**config.mk**
```make
export PLATFORM = sky130hd
export DESIGN_NAME = if_stage
export DESIGN_NICKNAME = d
export VERILOG_FILES = /design/src/rtl/if_stage.sv
export SDC_FILE = /design/constraint.sdc
export NUM_CORES = 1
export LEC_CHECK = 0
export BUFFER_PORTS_ARGS = -buffer_cell sky130_fd_sc_hd__buf_2
export CAP_MARGIN = 20
export CORE_MARGIN = 2
export CORE_UTILIZATION = 61
export DETAILED_ROUTE_END_ITERATION = 16
export GPL_ROUTABILITY_DRIVEN = 1
export PLACE_DENSITY = 0.93
export SETUP_SLACK_MARGIN = 0.3
export SLEW_MARGIN = 20
export SYNTH_ARGS = -nofsm -noshare
export SYNTH_HDL_FRONTEND = slang
export SYNTH_SLANG_ARGS = --single-unit
export TNS_END_PERCENT = 10
```
**constraint.sdc**
```tcl
create_clock -name clk -period 18.7 [get_ports clk]
set_input_delay 1.87 -clock clk [delete_from_list [all_inputs] [get_ports clk]]
set_output_delay 1.87 -clock clk [all_outputs]
set_load 0.05 [all_outputs]
```
**src/rtl/if_stage.sv**
```systemverilog
// Instruction-fetch stage: credit-limited imem requests, in-order response FIFO,
// and the registered inst/pc pair handed to decode.
module if_stage #(
    parameter logic [31:0] RESET_PC   = 32'h0000_0000,
    parameter logic [31:0] NOP_INST   = 32'h0000_0013,
    parameter int unsigned FIFO_DEPTH = 2
) (
    input  logic        clk,
    input  logic        rst,
    input  logic        stall_i,
    input  logic        br_i,
    input  logic [31:0] br_addr_i,
    output logic        imem_req_o,
    output logic [31:0] imem_addr_o,
    input  logic        imem_gnt_i,
    input  logic        imem_rvalid_i,
    input  logic [31:0] imem_rdata_i,
    output logic [31:0] inst_o,
    output logic [31:0] pc_o,
    output logic        inst_valid_o
);

    localparam int unsigned CW  = $clog2(FIFO_DEPTH + 1);
    localparam int unsigned CW1 = CW + 1;
    localparam int unsigned PW  = (FIFO_DEPTH > 1) ? $clog2(FIFO_DEPTH) : 1;

    typedef struct packed {
        logic [31:0] pc;
        logic [31:0] inst;
    } fetch_entry_t;

    fetch_entry_t  mem_q [FIFO_DEPTH];
    logic [PW-1:0] rd_ptr_q, rd_ptr_d, wr_ptr_q, wr_ptr_d;
    logic [CW-1:0] count_q, count_d;
    logic [CW-1:0] outst_q, outst_d;
    logic [CW-1:0] discard_q, discard_d;
    logic [31:0]   pc_q, pc_d, rsp_pc_q, rsp_pc_d;
    logic [31:0]   inst_q, inst_d, pc_out_q, pc_out_d;
    logic          valid_q, valid_d;
    logic          redirect_c, fire_c, rsp_c, push_c, pop_c;
    logic [CW1-1:0] inflight_c;
    logic [31:0]   br_target_c;

    function automatic logic [PW-1:0] ptr_inc(input logic [PW-1:0] p);
        return (p == PW'(FIFO_DEPTH - 1)) ? '0 : p + PW'(1);
    endfunction

    // A stalled decode has not resolved its operands, so its branch is not trusted yet.
    assign redirect_c  = br_i & ~stall_i;
    assign br_target_c = br_addr_i & 32'hFFFF_FFFC;
    assign inflight_c  = CW1'(outst_q) + CW1'(count_q);

    assign imem_req_o   = rst & ~redirect_c & (inflight_c < CW1'(FIFO_DEPTH));
    assign imem_addr_o  = pc_q;
    assign inst_o       = inst_q;
    assign pc_o         = pc_out_q;
    assign inst_valid_o = valid_q;

    // Next-state logic for request counter, response FIFO and output register.
    always_comb begin
        pc_d      = pc_q;
        rsp_pc_d  = rsp_pc_q;
        outst_d   = outst_q;
        discard_d = discard_q;
        count_d   = count_q;
        rd_ptr_d  = rd_ptr_q;
        wr_ptr_d  = wr_ptr_q;
        inst_d    = inst_q;
        pc_out_d  = pc_out_q;
        valid_d   = valid_q;
        push_c    = 1'b0;
        pop_c     = 1'b0;
        fire_c    = imem_req_o & imem_gnt_i;
        rsp_c     = imem_rvalid_i & (outst_q != '0);

        if (fire_c) begin
            pc_d = pc_q + 32'd4;
        end
        outst_d = outst_q + CW'(fire_c) - CW'(rsp_c);

        if (redirect_c) begin
            pc_d      = br_target_c;
            rsp_pc_d  = br_target_c;
            count_d   = '0;
            rd_ptr_d  = '0;
            wr_ptr_d  = '0;
            discard_d = outst_q - CW'(rsp_c);
            inst_d    = NOP_INST;
            valid_d   = 1'b0;
        end else begin
            if (rsp_c) begin
                if (discard_q != '0) begin
                    discard_d = discard_q - CW'(1);
                end else begin
                    push_c   = 1'b1;
                    rsp_pc_d = rsp_pc_q + 32'd4;
                    wr_ptr_d = ptr_inc(wr_ptr_q);
                end
            end
            if (!stall_i) begin
                if (count_q != '0) begin
                    pop_c    = 1'b1;
                    inst_d   = mem_q[rd_ptr_q].inst;
                    pc_out_d = mem_q[rd_ptr_q].pc;
                    valid_d  = 1'b1;
                    rd_ptr_d = ptr_inc(rd_ptr_q);
                end else begin
                    inst_d  = NOP_INST;
                    valid_d = 1'b0;
                end
            end
            count_d = count_q + CW'(push_c) - CW'(pop_c);
        end
    end

    always_ff @(posedge clk or negedge rst) begin
        if (!rst) begin
            pc_q      <= RESET_PC;
            rsp_pc_q  <= RESET_PC;
            outst_q   <= '0;
            discard_q <= '0;
            count_q   <= '0;
            rd_ptr_q  <= '0;
            wr_ptr_q  <= '0;
            inst_q    <= NOP_INST;
            pc_out_q  <= '0;
            valid_q   <= 1'b0;
        end else begin
            pc_q      <= pc_d;
            rsp_pc_q  <= rsp_pc_d;
            outst_q   <= outst_d;
            discard_q <= discard_d;
            count_q   <= count_d;
            rd_ptr_q  <= rd_ptr_d;
            wr_ptr_q  <= wr_ptr_d;
            inst_q    <= inst_d;
            pc_out_q  <= pc_out_d;
            valid_q   <= valid_d;
        end
    end

    // Payload storage needs no reset; occupancy is tracked by count_q.
    always_ff @(posedge clk) begin
        if (push_c) begin
            mem_q[wr_ptr_q] <= '{pc: rsp_pc_q, inst: imem_rdata_i};
        end
    end

endmodule

```
==> results.cfg <==
[placement]
hpwl_mm = 14.6
dp_cells = 1212
io_buffers = 161
gp_congestion = 0.886

[clock_network]
cts_tree = built
numClockSinks = 255
h-tree-depth = 1
cts_hold_buf = 0
cts_made_buffers = 26
clock_insertion_delay_worst_skew_ns = 0.51
clock_path_buffers = 3
path_clk_slew_ns = 0.06
cts-root-buf = clkbuf_16
cts_resized = 0
post-cts-setup-buffers = 0

[yosys]
postSynthAreaPerCell_sq_um = 12.3
yosys.area.top_type_share_pct = 34.8
post-synth-top-count-cell = dfrtp_1
syn_area_sq_um = 10700
yosysWarnings = 0
ys.flop_type = dfrtp_1
yosys.area.top_type = edfxtp_1
synth_area_leaders = edfxtp_1 (35%), dfrtp_1 (30%), mux2i_1 (6.0%), nand2_1 (3.3%), o21ai_0 (2.9%)
synth-seq-cells = 255
ys_seq_area_share_pct = 65.4
ys_async_sr_fraction_pct = 51.4
synth_cell_types = 51
synth_edf_count = 124
synth_top_cells_by_count = dfrtp_1 (128), edfxtp_1 (124), nand2_1 (93), mux2i_1 (64), o21ai_0 (63)
syn_inst = 870

[min_path]
worstHoldStart = pc_o[14]$_DFFE_PN0P_
worstHoldPathCells = 2
hold_path.class = reg2reg
min_delay_worst_endpoint = pc_o[14]$_DFFE_PN0P_

[setup_path]
worstSetupEndpointType = output pin
rr_worst_depth = 6
critPathLaunchType = input port
r2r_setup_slack_ns = 15.72
crit_chain = buf_6 -> or3b_1 -> nor2_1 -> buf_2
slowest_stage = or3b_1
max_stage_delay_ns = 0.49
path_class = in2out
crit_arrival_ns = 3.28
r2r-end = imem_addr_o[16]$_DFFE_PN0P_
critPathRequiredTime_ns = 16.83
crit_fanout = 63
cp-startpoint = rst
rr_startpoint = outst_q[0]$_DFF_PN0_

[grt]
grt_start_max_net_pins = 95
grt_pass1_vias = 7349
overflow = 0
track_usage_pct = 25.1
antenna_found_initial = 0
grt_pass1_wl_mm = 37.1

[timing]
skew_ns = 0.0131
setup_viol_count_final = 0
rsz0062_at_grt = false
period_share_pct = 27.5
relSlewSlack_pct = 24.8
fin_crit_ns = 5.15
finalHoldViolations = 0
tns_ns = 0
fmax_ghz = 0.194
drv_slew = 0
tightestPinTransition_ns = 1.13

[finish]
final_nets = 1094
nFillCells = 1134
num_antenna_cells = 0
drive_above_1_share_pct = 21.6
postLayoutCoreUtil_pct = 72.3
syn_to_final_growth_pct = 16.3
stdcell_count = 1260

[route]
drt-wirelength-per-cell_microns = 18.7
route.detailed.drc = 0
num_vias = 7628
drt_iter0_drc = 674
routed_via_density = 6.05
ant_nets = 0
drt_pass1_iterations = 5
routed_wl_mm = 23.5

[status]
status = completed

[power]
total_power_mw = 1.84
ir_drop_v = 0.000124
power_density_nw_per_um2 = 148
p_leak_nw = 5.04

[die]
start_util_pct = 62.1
rows = 48
core_sq_um = 17200
die_w_microns = 137
dieArea_sq_um = 18600
fp.dieH_microns = 137
ioPinCount = 168

[flow_run]
cap_violations = 0
## logic make-up after synthesis
family / after synthesis / share of synthesized area (%)
and+or+nand+nor: 285 / 13.3
DFF: 255 / 65.4
AOI/OAI and AO/OA: 162 / 9.31
buffers and inverters: 65 / 2.49
muxes: 64 / 5.98
xor gates and xnor gates: 29 / 2.37
adders and majority gates: 9 / 1.12
other: 1 / 0.0350
## metrics by stage
step	worst slack (ns)	instance area (sq um)	hold WS [ns]
floorplan	10.86	10700	0.437
global placement	13.53	11700	0.458
detailed placement	13.52	11700	0.466
CTS	13.52	12500	0.479
global route	13.44	12500	0.495
finish	13.55	12500	0.475
## placed cells by master, fill, tap and decap left out, types with 4 or more instances in the layout
| cell | n |
|---|---|
| or4_1 | 18 |
| buf_2 | 160 |
| clkbuf_16 | 27 |
| edfxtp_1 | 124 |
| nor3_1 | 18 |
| a211oi_1 | 12 |
| buf_4 | 6 |
| and3_1 | 11 |
| o21ai_0 | 63 |
| mux2i_1 | 64 |
| conb_1 | 4 |
| nor2_1 | 54 |
| clkinv_2 | 7 |
| a211o_1 | 5 |
| xnor2_1 | 20 |
| inv_1 | 12 |
| o31a_1 | 4 |
| clkbuf_1 | 5 |
| nor4_1 | 22 |
| and4_1 | 6 |
| and2_1 | 6 |
| ha_1 | 8 |
| a21oi_1 | 26 |
| nand2_1 | 93 |
| o31ai_1 | 16 |
| or2_2 | 5 |
| nand4_1 | 16 |
| dfrtp_1 | 127 |
| nand3_1 | 20 |
| a31oi_1 | 22 |
| xor2_1 | 9 |
## layer usage
layer / GRT usage, % / vias to the layer above / part of all wire (%)
met1: 35.2 / 3702 / 41
met5: 0 / - / 0
met4: 6.66 / 0 / 1.9
met2: 41.8 / 361 / 49
li1: - / 3515 / -
met3: 3.67 / 50 / 8.1
## how the worst max path moves through the flow
| stage | end | depth (start not counted) |
|---|---|---|
| final | imem_req_o | 4 |
| after global routing | imem_req_o | 4 |
| after CTS | imem_req_o | 4 |
| after detailed placement | imem_req_o | 4 |
| after global placement | imem_req_o | 4 |
| after floorplan | mem_q[1][0]$_DFFE_PP_ | 6 |
## state kept, by name, summed over array words and instances, names as in the netlist
register,flops
pc_o,30
inst_o,32
imem_addr_o,30
discard_q,2
mem_q,124
wr_ptr_q,1
rd_ptr_q,1
inst_valid_o,1
count_q,2
outst_q,2
rsp_pc_q,30
## final cells by class
type | instances | area, sq um | share of cell area, %
multi-input cells | 553 | 3460 | 27.8
well taps | 225 | 282 | 2.26
inverters | 12 | 45.0 | 0.362
clock buffers | 34 | 722 | 5.80
flip-flops and latches | 255 | 7010 | 56.3
clock inverters | 14 | 78.8 | 0.633
repair buffers | 167 | 857 | 6.88
## critical path: cells and delay by family
family,cells,cell delay [ns]
simple gates,2,0.65
buf+inv,2,0.73
## report_power, final
part | total [mW] | internal [mW] | switching (mW)
Combinational | 0.555 | 0.164 | 0.391
Sequential | 0.809 | 0.700 | 0.109
Clock | 0.480 | 0.273 | 0.207
Total | 1.84 | 1.14 | 0.707
Power figures use the tool's default switching activity.
